`config.mk`:
```
export PLATFORM = sky130hd
export DESIGN_NAME = minilab0_top_flat
export DESIGN_NICKNAME = d
export VERILOG_FILES = /design/src/rtl/minilab0_top_if.sv /design/src/rtl/minilab0_top.sv /design/src/flat_wrapper.sv
export SDC_FILE = /design/constraint.sdc
export NUM_CORES = 1
export LEC_CHECK = 0
export ABC_AREA = 0
export BUFFER_PORTS_ARGS = -buffer_cell sky130_fd_sc_hd__buf_2
export CORE_ASPECT_RATIO = 1.5
export CORE_UTILIZATION = 56
export CTS_CLUSTER_SIZE = 20
export DETAILED_ROUTE_END_ITERATION = 10
export PLACE_DENSITY = 0.74
export SYNTH_ARGS = -nofsm -noshare
export SYNTH_HDL_FRONTEND = slang
export SYNTH_HIERARCHICAL = 1
export SYNTH_SLANG_ARGS = --single-unit
```
`constraint.sdc`:
```
create_clock -name CLOCK_50 -period 9.3 [get_ports CLOCK_50]
set_input_delay 0 -clock CLOCK_50 [delete_from_list [all_inputs] [get_ports CLOCK_50]]
set_output_delay 0 -clock CLOCK_50 [all_outputs]
set_load 0.01 [all_outputs]
```
`src/rtl/minilab0_top_if.sv`:
```
// Board I/O bundle for Minilab0: push-buttons, switches, LEDs and the six
// 7-segment displays. The board top takes the slave view; the environment
// driving the buttons and switches takes the master view.
interface minilab0_top_if;
    logic [3:0] KEY;
    logic [9:0] SW;
    logic [9:0] LEDR;
    logic [6:0] HEX0;
    logic [6:0] HEX1;
    logic [6:0] HEX2;
    logic [6:0] HEX3;
    logic [6:0] HEX4;
    logic [6:0] HEX5;

    modport master (
        output KEY, SW,
        input  LEDR, HEX0, HEX1, HEX2, HEX3, HEX4, HEX5
    );

    modport slave (
        input  KEY, SW,
        output LEDR, HEX0, HEX1, HEX2, HEX3, HEX4, HEX5
    );
endinterface

```
`src/rtl/minilab0_top.sv`:
```
// Minilab0 board top: fills two 8-deep FIFOs with fixed operand sequences,
// drains them in lockstep into a multiply-accumulate unit, and shows the
// 24-bit dot product on HEX5..HEX0 once finished (gated by SW[0]).
// LEDR[1:0] mirrors the control FSM state.

// Synchronous FIFO with one-cycle read latency. Pushes while full and pops
// while empty are dropped; dout only changes on an accepted pop.
module minilab0_fifo #(
    parameter int DEPTH      = 8,
    parameter int DATA_WIDTH = 8
) (
    input  logic                  clk,
    input  logic                  rst,
    input  logic                  wren,
    input  logic                  rden,
    input  logic [DATA_WIDTH-1:0] din,
    output logic [DATA_WIDTH-1:0] dout,
    output logic                  full,
    output logic                  empty
);
    localparam int PW = (DEPTH > 1) ? $clog2(DEPTH) : 1;
    localparam int CW = $clog2(DEPTH + 1);

    logic [DATA_WIDTH-1:0] mem_q [DEPTH];
    logic [DATA_WIDTH-1:0] mem_d [DEPTH];
    logic [DATA_WIDTH-1:0] dout_q, dout_d;
    logic [PW-1:0]         wr_ptr_q, wr_ptr_d;
    logic [PW-1:0]         rd_ptr_q, rd_ptr_d;
    logic [CW-1:0]         count_q, count_d;
    logic                  do_push, do_pop;

    assign full  = (count_q == CW'(DEPTH));
    assign empty = (count_q == '0);
    assign dout  = dout_q;

    // Accept/reject push and pop, advance pointers with wrap, track occupancy.
    always_comb begin
        do_push  = wren && !full;
        do_pop   = rden && !empty;
        mem_d    = mem_q;
        dout_d   = dout_q;
        wr_ptr_d = wr_ptr_q;
        rd_ptr_d = rd_ptr_q;
        count_d  = count_q;
        if (do_push) begin
            mem_d[wr_ptr_q] = din;
            wr_ptr_d = (wr_ptr_q == PW'(DEPTH - 1)) ? '0 : wr_ptr_q + PW'(1);
        end
        if (do_pop) begin
            dout_d   = mem_q[rd_ptr_q];
            rd_ptr_d = (rd_ptr_q == PW'(DEPTH - 1)) ? '0 : rd_ptr_q + PW'(1);
        end
        case ({do_push, do_pop})
            2'b10:   count_d = count_q + CW'(1);
            2'b01:   count_d = count_q - CW'(1);
            default: count_d = count_q;
        endcase
    end

    // Control state: pointers and occupancy are cleared by reset.
    always_ff @(posedge clk) begin
        if (rst) begin
            wr_ptr_q <= '0;
            rd_ptr_q <= '0;
            count_q  <= '0;
        end else begin
            wr_ptr_q <= wr_ptr_d;
            rd_ptr_q <= rd_ptr_d;
            count_q  <= count_d;
        end
    end

    // Storage and read register carry no reset; occupancy guards their use.
    always_ff @(posedge clk) begin
        mem_q  <= mem_d;
        dout_q <= dout_d;
    end
endmodule

module minilab0_top #(
    parameter int DEPTH      = 8,
    parameter int DATA_WIDTH = 8,
    parameter int ACC_WIDTH  = 24
) (
    input  logic           CLOCK_50,
    input  logic           CLOCK2_50,
    input  logic           CLOCK3_50,
    input  logic           CLOCK4_50,
    minilab0_top_if.slave  bus
);
    localparam int IW = $clog2(DEPTH + 2);

    typedef enum logic [1:0] {
        IDLE = 2'd0,
        FILL = 2'd1,
        EXEC = 2'd2,
        DONE = 2'd3
    } state_t;

    // Active-low push-button becomes the active-high synchronous reset.
    logic rst;
    assign rst = ~bus.KEY[0];

    // Board inputs with no function in this lab.
    logic unused_inputs;
    assign unused_inputs = ^{CLOCK2_50, CLOCK3_50, CLOCK4_50, bus.KEY[3:1], bus.SW[9:1]};

    // 7-segment encoding, active-low {g,f,e,d,c,b,a}.
    function automatic logic [6:0] seg7(input logic [3:0] nib);
        case (nib)
            4'h0:    seg7 = 7'h40;
            4'h1:    seg7 = 7'h79;
            4'h2:    seg7 = 7'h24;
            4'h3:    seg7 = 7'h30;
            4'h4:    seg7 = 7'h19;
            4'h5:    seg7 = 7'h12;
            4'h6:    seg7 = 7'h02;
            4'h7:    seg7 = 7'h78;
            4'h8:    seg7 = 7'h00;
            4'h9:    seg7 = 7'h10;
            4'hA:    seg7 = 7'h08;
            4'hB:    seg7 = 7'h03;
            4'hC:    seg7 = 7'h46;
            4'hD:    seg7 = 7'h21;
            4'hE:    seg7 = 7'h06;
            default: seg7 = 7'h0E;
        endcase
    endfunction

    // One MAC step: zero-extended product, accumulator wraps at ACC_WIDTH bits.
    function automatic logic [ACC_WIDTH-1:0] mac_add(
        input logic [ACC_WIDTH-1:0]  acc,
        input logic [DATA_WIDTH-1:0] a,
        input logic [DATA_WIDTH-1:0] b
    );
        logic [2*DATA_WIDTH-1:0] prod;
        prod = (2*DATA_WIDTH)'(a) * (2*DATA_WIDTH)'(b);
        return acc + ACC_WIDTH'(prod);
    endfunction

    state_t                state_q, state_d;
    logic [IW-1:0]         fill_idx_q, fill_idx_d;
    logic                  en_q, en_d;
    logic [ACC_WIDTH-1:0]  acc_q, acc_d;

    logic                  wren, rden;
    logic [DATA_WIDTH-1:0] din_a, din_b;
    logic [DATA_WIDTH-1:0] dout_a, dout_b;
    logic                  full_a, full_b, empty_a, empty_b;

    // Operand sequences: A[i] = i+1, B[i] = i+10.
    assign din_a = DATA_WIDTH'(fill_idx_q) + DATA_WIDTH'(1);
    assign din_b = DATA_WIDTH'(fill_idx_q) + DATA_WIDTH'(10);

    minilab0_fifo #(.DEPTH(DEPTH), .DATA_WIDTH(DATA_WIDTH)) u_fifo_a (
        .clk   (CLOCK_50),
        .rst   (rst),
        .wren  (wren),
        .rden  (rden),
        .din   (din_a),
        .dout  (dout_a),
        .full  (full_a),
        .empty (empty_a)
    );

    minilab0_fifo #(.DEPTH(DEPTH), .DATA_WIDTH(DATA_WIDTH)) u_fifo_b (
        .clk   (CLOCK_50),
        .rst   (rst),
        .wren  (wren),
        .rden  (rden),
        .din   (din_b),
        .dout  (dout_b),
        .full  (full_b),
        .empty (empty_b)
    );

    // Control FSM: push every FILL cycle (the FIFO drops the push that lands
    // while full), pop in EXEC until empty, finish once the last product
    // delivered by the final pop has been accumulated.
    always_comb begin
        state_d    = state_q;
        fill_idx_d = fill_idx_q;
        wren       = 1'b0;
        rden       = 1'b0;
        case (state_q)
            IDLE: state_d = FILL;
            FILL: begin
                wren       = 1'b1;
                fill_idx_d = fill_idx_q + IW'(1);
                if (full_a && full_b) state_d = EXEC;
            end
            EXEC: begin
                rden = !empty_a && !empty_b;
                if (empty_a && empty_b && !en_q) state_d = DONE;
            end
            default: state_d = DONE;
        endcase
    end

    // MAC enable follows rden by one cycle so it lines up with FIFO dout.
    always_comb begin
        en_d  = rden;
        acc_d = en_q ? mac_add(acc_q, dout_a, dout_b) : acc_q;
    end

    // State, fill index and MAC registers; reset aborts any run in progress.
    always_ff @(posedge CLOCK_50) begin
        if (rst) begin
            state_q    <= IDLE;
            fill_idx_q <= '0;
            en_q       <= 1'b0;
            acc_q      <= '0;
        end else begin
            state_q    <= state_d;
            fill_idx_q <= fill_idx_d;
            en_q       <= en_d;
            acc_q      <= acc_d;
        end
    end

    // Display is live only when enabled by SW[0] and the result is final.
    logic disp_on;
    assign disp_on = bus.SW[0] && (state_q == DONE);

    assign bus.HEX0 = disp_on ? seg7(acc_q[3:0])   : 7'h7F;
    assign bus.HEX1 = disp_on ? seg7(acc_q[7:4])   : 7'h7F;
    assign bus.HEX2 = disp_on ? seg7(acc_q[11:8])  : 7'h7F;
    assign bus.HEX3 = disp_on ? seg7(acc_q[15:12]) : 7'h7F;
    assign bus.HEX4 = disp_on ? seg7(acc_q[19:16]) : 7'h7F;
    assign bus.HEX5 = disp_on ? seg7(acc_q[23:20]) : 7'h7F;

    assign bus.LEDR = {8'b0, state_q};
endmodule

```
`src/flat_wrapper.sv`:
```
// flat-port wrapper written by rule: the top's interface ports become plain ports
module minilab0_top_flat 
#(
    parameter int DEPTH      = 8,
    parameter int DATA_WIDTH = 8,
    parameter int ACC_WIDTH  = 24
)
  (CLOCK_50, CLOCK2_50, CLOCK3_50, CLOCK4_50, bus_KEY, bus_SW, bus_LEDR, bus_HEX0, bus_HEX1, bus_HEX2, bus_HEX3, bus_HEX4, bus_HEX5);
  minilab0_top_if bus_i ();
  input  logic CLOCK_50;
  input  logic CLOCK2_50;
  input  logic CLOCK3_50;
  input  logic CLOCK4_50;
  input wire logic [$bits(bus_i.KEY)-1:0] bus_KEY;
  input wire logic [$bits(bus_i.SW)-1:0] bus_SW;
  output wire logic [$bits(bus_i.LEDR)-1:0] bus_LEDR;
  output wire logic [$bits(bus_i.HEX0)-1:0] bus_HEX0;
  output wire logic [$bits(bus_i.HEX1)-1:0] bus_HEX1;
  output wire logic [$bits(bus_i.HEX2)-1:0] bus_HEX2;
  output wire logic [$bits(bus_i.HEX3)-1:0] bus_HEX3;
  output wire logic [$bits(bus_i.HEX4)-1:0] bus_HEX4;
  output wire logic [$bits(bus_i.HEX5)-1:0] bus_HEX5;
  assign bus_i.KEY = bus_KEY;
  assign bus_i.SW = bus_SW;
  assign bus_LEDR = bus_i.LEDR;
  assign bus_HEX0 = bus_i.HEX0;
  assign bus_HEX1 = bus_i.HEX1;
  assign bus_HEX2 = bus_i.HEX2;
  assign bus_HEX3 = bus_i.HEX3;
  assign bus_HEX4 = bus_i.HEX4;
  assign bus_HEX5 = bus_i.HEX5;
  minilab0_top #(.DEPTH(DEPTH), .DATA_WIDTH(DATA_WIDTH), .ACC_WIDTH(ACC_WIDTH)) u_core (.CLOCK_50(CLOCK_50), .CLOCK2_50(CLOCK2_50), .CLOCK3_50(CLOCK3_50), .CLOCK4_50(CLOCK4_50), .bus(bus_i));
endmodule
```
==> summary.md <==
| Metric | Value |
|---|---|
| Drt drc | `0` |
| Grt total ovfl | `0` |
| Fmax | `approximately 0.17 GHz` |
| Htree depth | `1` |
| Global-route wire length before repair | `between 40000 and 50000 um` |
| Clock latency on the worst-skew pair | `between 500 and 600 ps` |
| Gpl congestion | `about 0.88` |
| Fraction of layout cells with a size suffix above 1 | `between 10% and 20%` |
| Cells after Synth | `~1100` |
| CP Cell Sequence | `nand2_1 > fa_1 > inv_1 > fa_1 > inv_1 > fa_1 > fa_1 > inv_1 > ha_1 > o21ai_1 > o211ai_1 > and2_4 > a21oi_1 > o311ai_0 > and2_1 > inv_1 > ha_1 > mux4_2` |
| Buf/Inv on CP | `4` |
| Hold buffer count at cts | `0` |
| Worst EP arrival | `between 6000 and 7000 ps` |
| Critical path peak fanout | `8` |
| Die Wd | `~130 um` |
| Fin crit share | `roughly 65%` |
| Slew @ Worst Pin | `approximately 1200 ps` |
| Final hold slack | `27.1 ps` |
| Maxcap violations | `0` |
| PostCTS Resize Cnt | `0` |
| Comb power frac | `2.9%` |
| Status | `complete, no violations` |
| WL final | `~24000 um` |
| Netlist cell types | `83` |
| Final setup viols | `0` |
| Yosys top cell area share | `between 30 and 40%` |
| Vias per cell | `5.36` |
| Worst VDD drop | `around 0.16 mV` |
| Drt initial violations | `between 300 and 400` |
| Starting Density | `a little under three fifths` |
| Leading area contributor after synthesis | `edfxtp_1` |
| Avg WL per Cell | `about 16 um` |
| #FFs+latches synth | `around 240` |
| Worst Setup End Kind | `register` |
| Buffers on Ports | `46` |
| Crit path time final | `between 6000 and 7000 ps` |
| Post-Route Setup TNS | `0 ps` |
| Number of synthesized flops with an enable pin | `roughly 140` |
| Gr usage total | `between 20% and 30%` |
| Syn-to-layout area delta | `10.1%` |
| DR vias | `around 8400` |
| Cell Area, Synth | `13300 um^2` |
| Final ANT Viol Nets | `0` |
| Worst setup SP type | `register` |
| Critical path class | `register to register` |
| Initial antenna violation count | `0` |
| Largest net degree at the start of global routing | `43` |
| Switching Fraction | `a little over a fifth` |
| Sequential cell fraction of total power | `around 55%` |
| Slowest CP cell | `o311ai_0` |
| Die Area | `24400 um^2` |
| Ys async rst share | `0%` |
| Cell internal pwr | `approximately 1.6 mW` |
| Root buffer cell | `clkbuf_16` |
| Antenna diode count | `0` |
| CTS tree | `yes` |
| Row cnt | `about 70` |
| Setup Skew | `between 30 and 40 ps` |
| Clock power share | `between 40% and 50%` |
| Nets | `about 1400` |
| RSZ-0062 raised after global routing | `false` |
| Total CTS buffers | `23` |
| Die Ht | `191 um` |
| Crit path max-delay family | `adder cells` |
| Count of final max-slew check failures | `0` |
| WP data required | `around 9700 ps` |
| Hold Path Class | `primary input to register` |
| Drt pass-1 iters | `5` |
| PD cells | `approximately 140 nW/um^2` |
| I/O pin count | `70` |
| NetSw | `about 0.44 mW` |
| Final Hold Viols | `0` |
| CTS clk-pin slew, worst paths | `70 ps` |
| DP Wirelength | `approximately 17000 um` |
| Core area | `about 23000 um^2` |
| CP max stage delay | `roughly 700 ps` |
| Top area cells in the synthesized netlist | `edfxtp_1 32%, dfxtp_1 14%, ha_1 8.5%` |
| Syn. warnings | `6` |
| Leak | `between 6 and 7 nW` |
| Main synth FF type | `edfxtp_1` |
| CTS max path bufs | `3` |
| Post-synthesis sequential area ratio | `between 40% and 50%` |
| Sink Count | `~240` |
| Setup repair bufs after CTS | `0` |
| Max-slew headroom | `about a fifth` |
| Vias in the first global route | `8395` |
| Syn_area_per_cell | `roughly 12 um^2` |
through the flow:
| stage | setup WS, ps | instances | util (%) | total power, mW | area (um^2) |
|---|---|---|---|---|---|
| floorplan | 4060 | 1190 | - | 1.21 | 13500 |
| global placement | 3450 | 1515 | 60.3 | 1.22 | 14000 |
| detailed placement | 3340 | 1515 | 60.3 | 1.22 | 14000 |
| CTS | 3320 | 1557 | 63.4 | 2.11 | 14700 |
| global route | 3010 | 1557 | 63.4 | 2.15 | 14700 |
| finish | 3260 | 1557 | 63.4 | 2.09 | 14700 |
synth_stat cells (all sizes together) (11+ instances only):
cell and number:
edfxtp 144, inv 140, dfxtp 93, ha 91, nand2 80, nor2 57
fa 52, and2 43, or2 43, a21oi 39, mux4 34, buf 30
o21ai 27, nor3 24, nand3 20, mux2 19, mux2i 19, clkbuf 16
xnor2 13, nand2b 11, o22ai 11, xor2 11
cells in the final DEF (no fill, tap or decap), types with 23 or more instances in the layout:
cell type | netlist | routed
a21oi_1 | 39 | 39
and2_1 | 39 | 39
buf_2 | 8 | 46
clkbuf_16 | 0 | 23
conb_1 | 1 | 56
dfxtp_1 | 93 | 93
edfxtp_1 | 144 | 144
fa_1 | 52 | 52
ha_1 | 91 | 91
inv_1 | 135 | 136
nand2_1 | 78 | 78
nor2_1 | 56 | 56
or2_2 | 42 | 42
worst reg2reg max path, delay by kind of cell (launching register included):
family | cells | cell delay, ps
AO/OA/AOI/OAI | 4 | 1290
adder cells (fa/ha/maj) | 6 | 2660
buffers and inverters | 4 | 260
flip-flops | 1 | 570
multiplexers | 1 | 460
AND/OR/NAND/NOR | 3 | 710
cell families (layout without fill, tap and decap cells):
kind of cell               count (synthesis)  in the layout  synth area share, %
and+or+nand+nor                          315            315                 12.1
muxes                                     72             72                 9.34
xor gates and xnor gates                  24             24                 1.58
adders and majority gates                143            143                 16.4
other                                      1             56               0.0281
buffers and inverters                    188            240                 6.14
AOI/OAI and AO/OA                        155            155                 8.01
DFF                                      237            237                 46.4
power groups by stage:
stage	Combinational, mW	Clock (mW)	Sequential (mW)
floorplan	0.0460	0	1.16
global placement	0.0564	0	1.16
detailed placement	0.0584	0	1.16
CTS	0.0593	0.906	1.14
global route	0.0672	0.942	1.14
finish	0.0596	0.886	1.14
per-layer routing:
| metal | up-vias | global-route usage [%] | routed length [um] |
|---|---|---|---|
| met5 | - | 0 | 0 |
| met4 | 0 | 7.47 | 670 |
| met3 | 58 | 2.29 | 705 |
| met2 | 138 | 39.6 | 13100 |
| met1 | 4085 | 23.2 | 9710 |
| li1 | 4072 | - | - |
area by class of cell:
cell class | count | area, um^2
Clock inverter | 10 | 66.3
Clock buffer | 32 | 649
Sequential cell | 237 | 6190
Inverter | 142 | 536
Tap cell | 315 | 394
Fill cell | 1825 | 8470
Timing Repair Buffer | 56 | 305
Multi-Input combinational cell | 765 | 6540
path summary, 6_finish.rpt:
path	start	to	slack, ps	cells after the start
worst max-delay path	u_core/u_fifo_b/dout[1]	register	3260	18
worst min-delay path	bus_KEY[0]	u_core/acc_q[12]	30	2
worst max register to register	u_core/u_fifo_b/dout[1]	register	3260	18
worst min register to register	u_core/state_q[1]	u_core/state_q[1]	520	2
No activity file was read; power rests on OpenSTA's default activity.
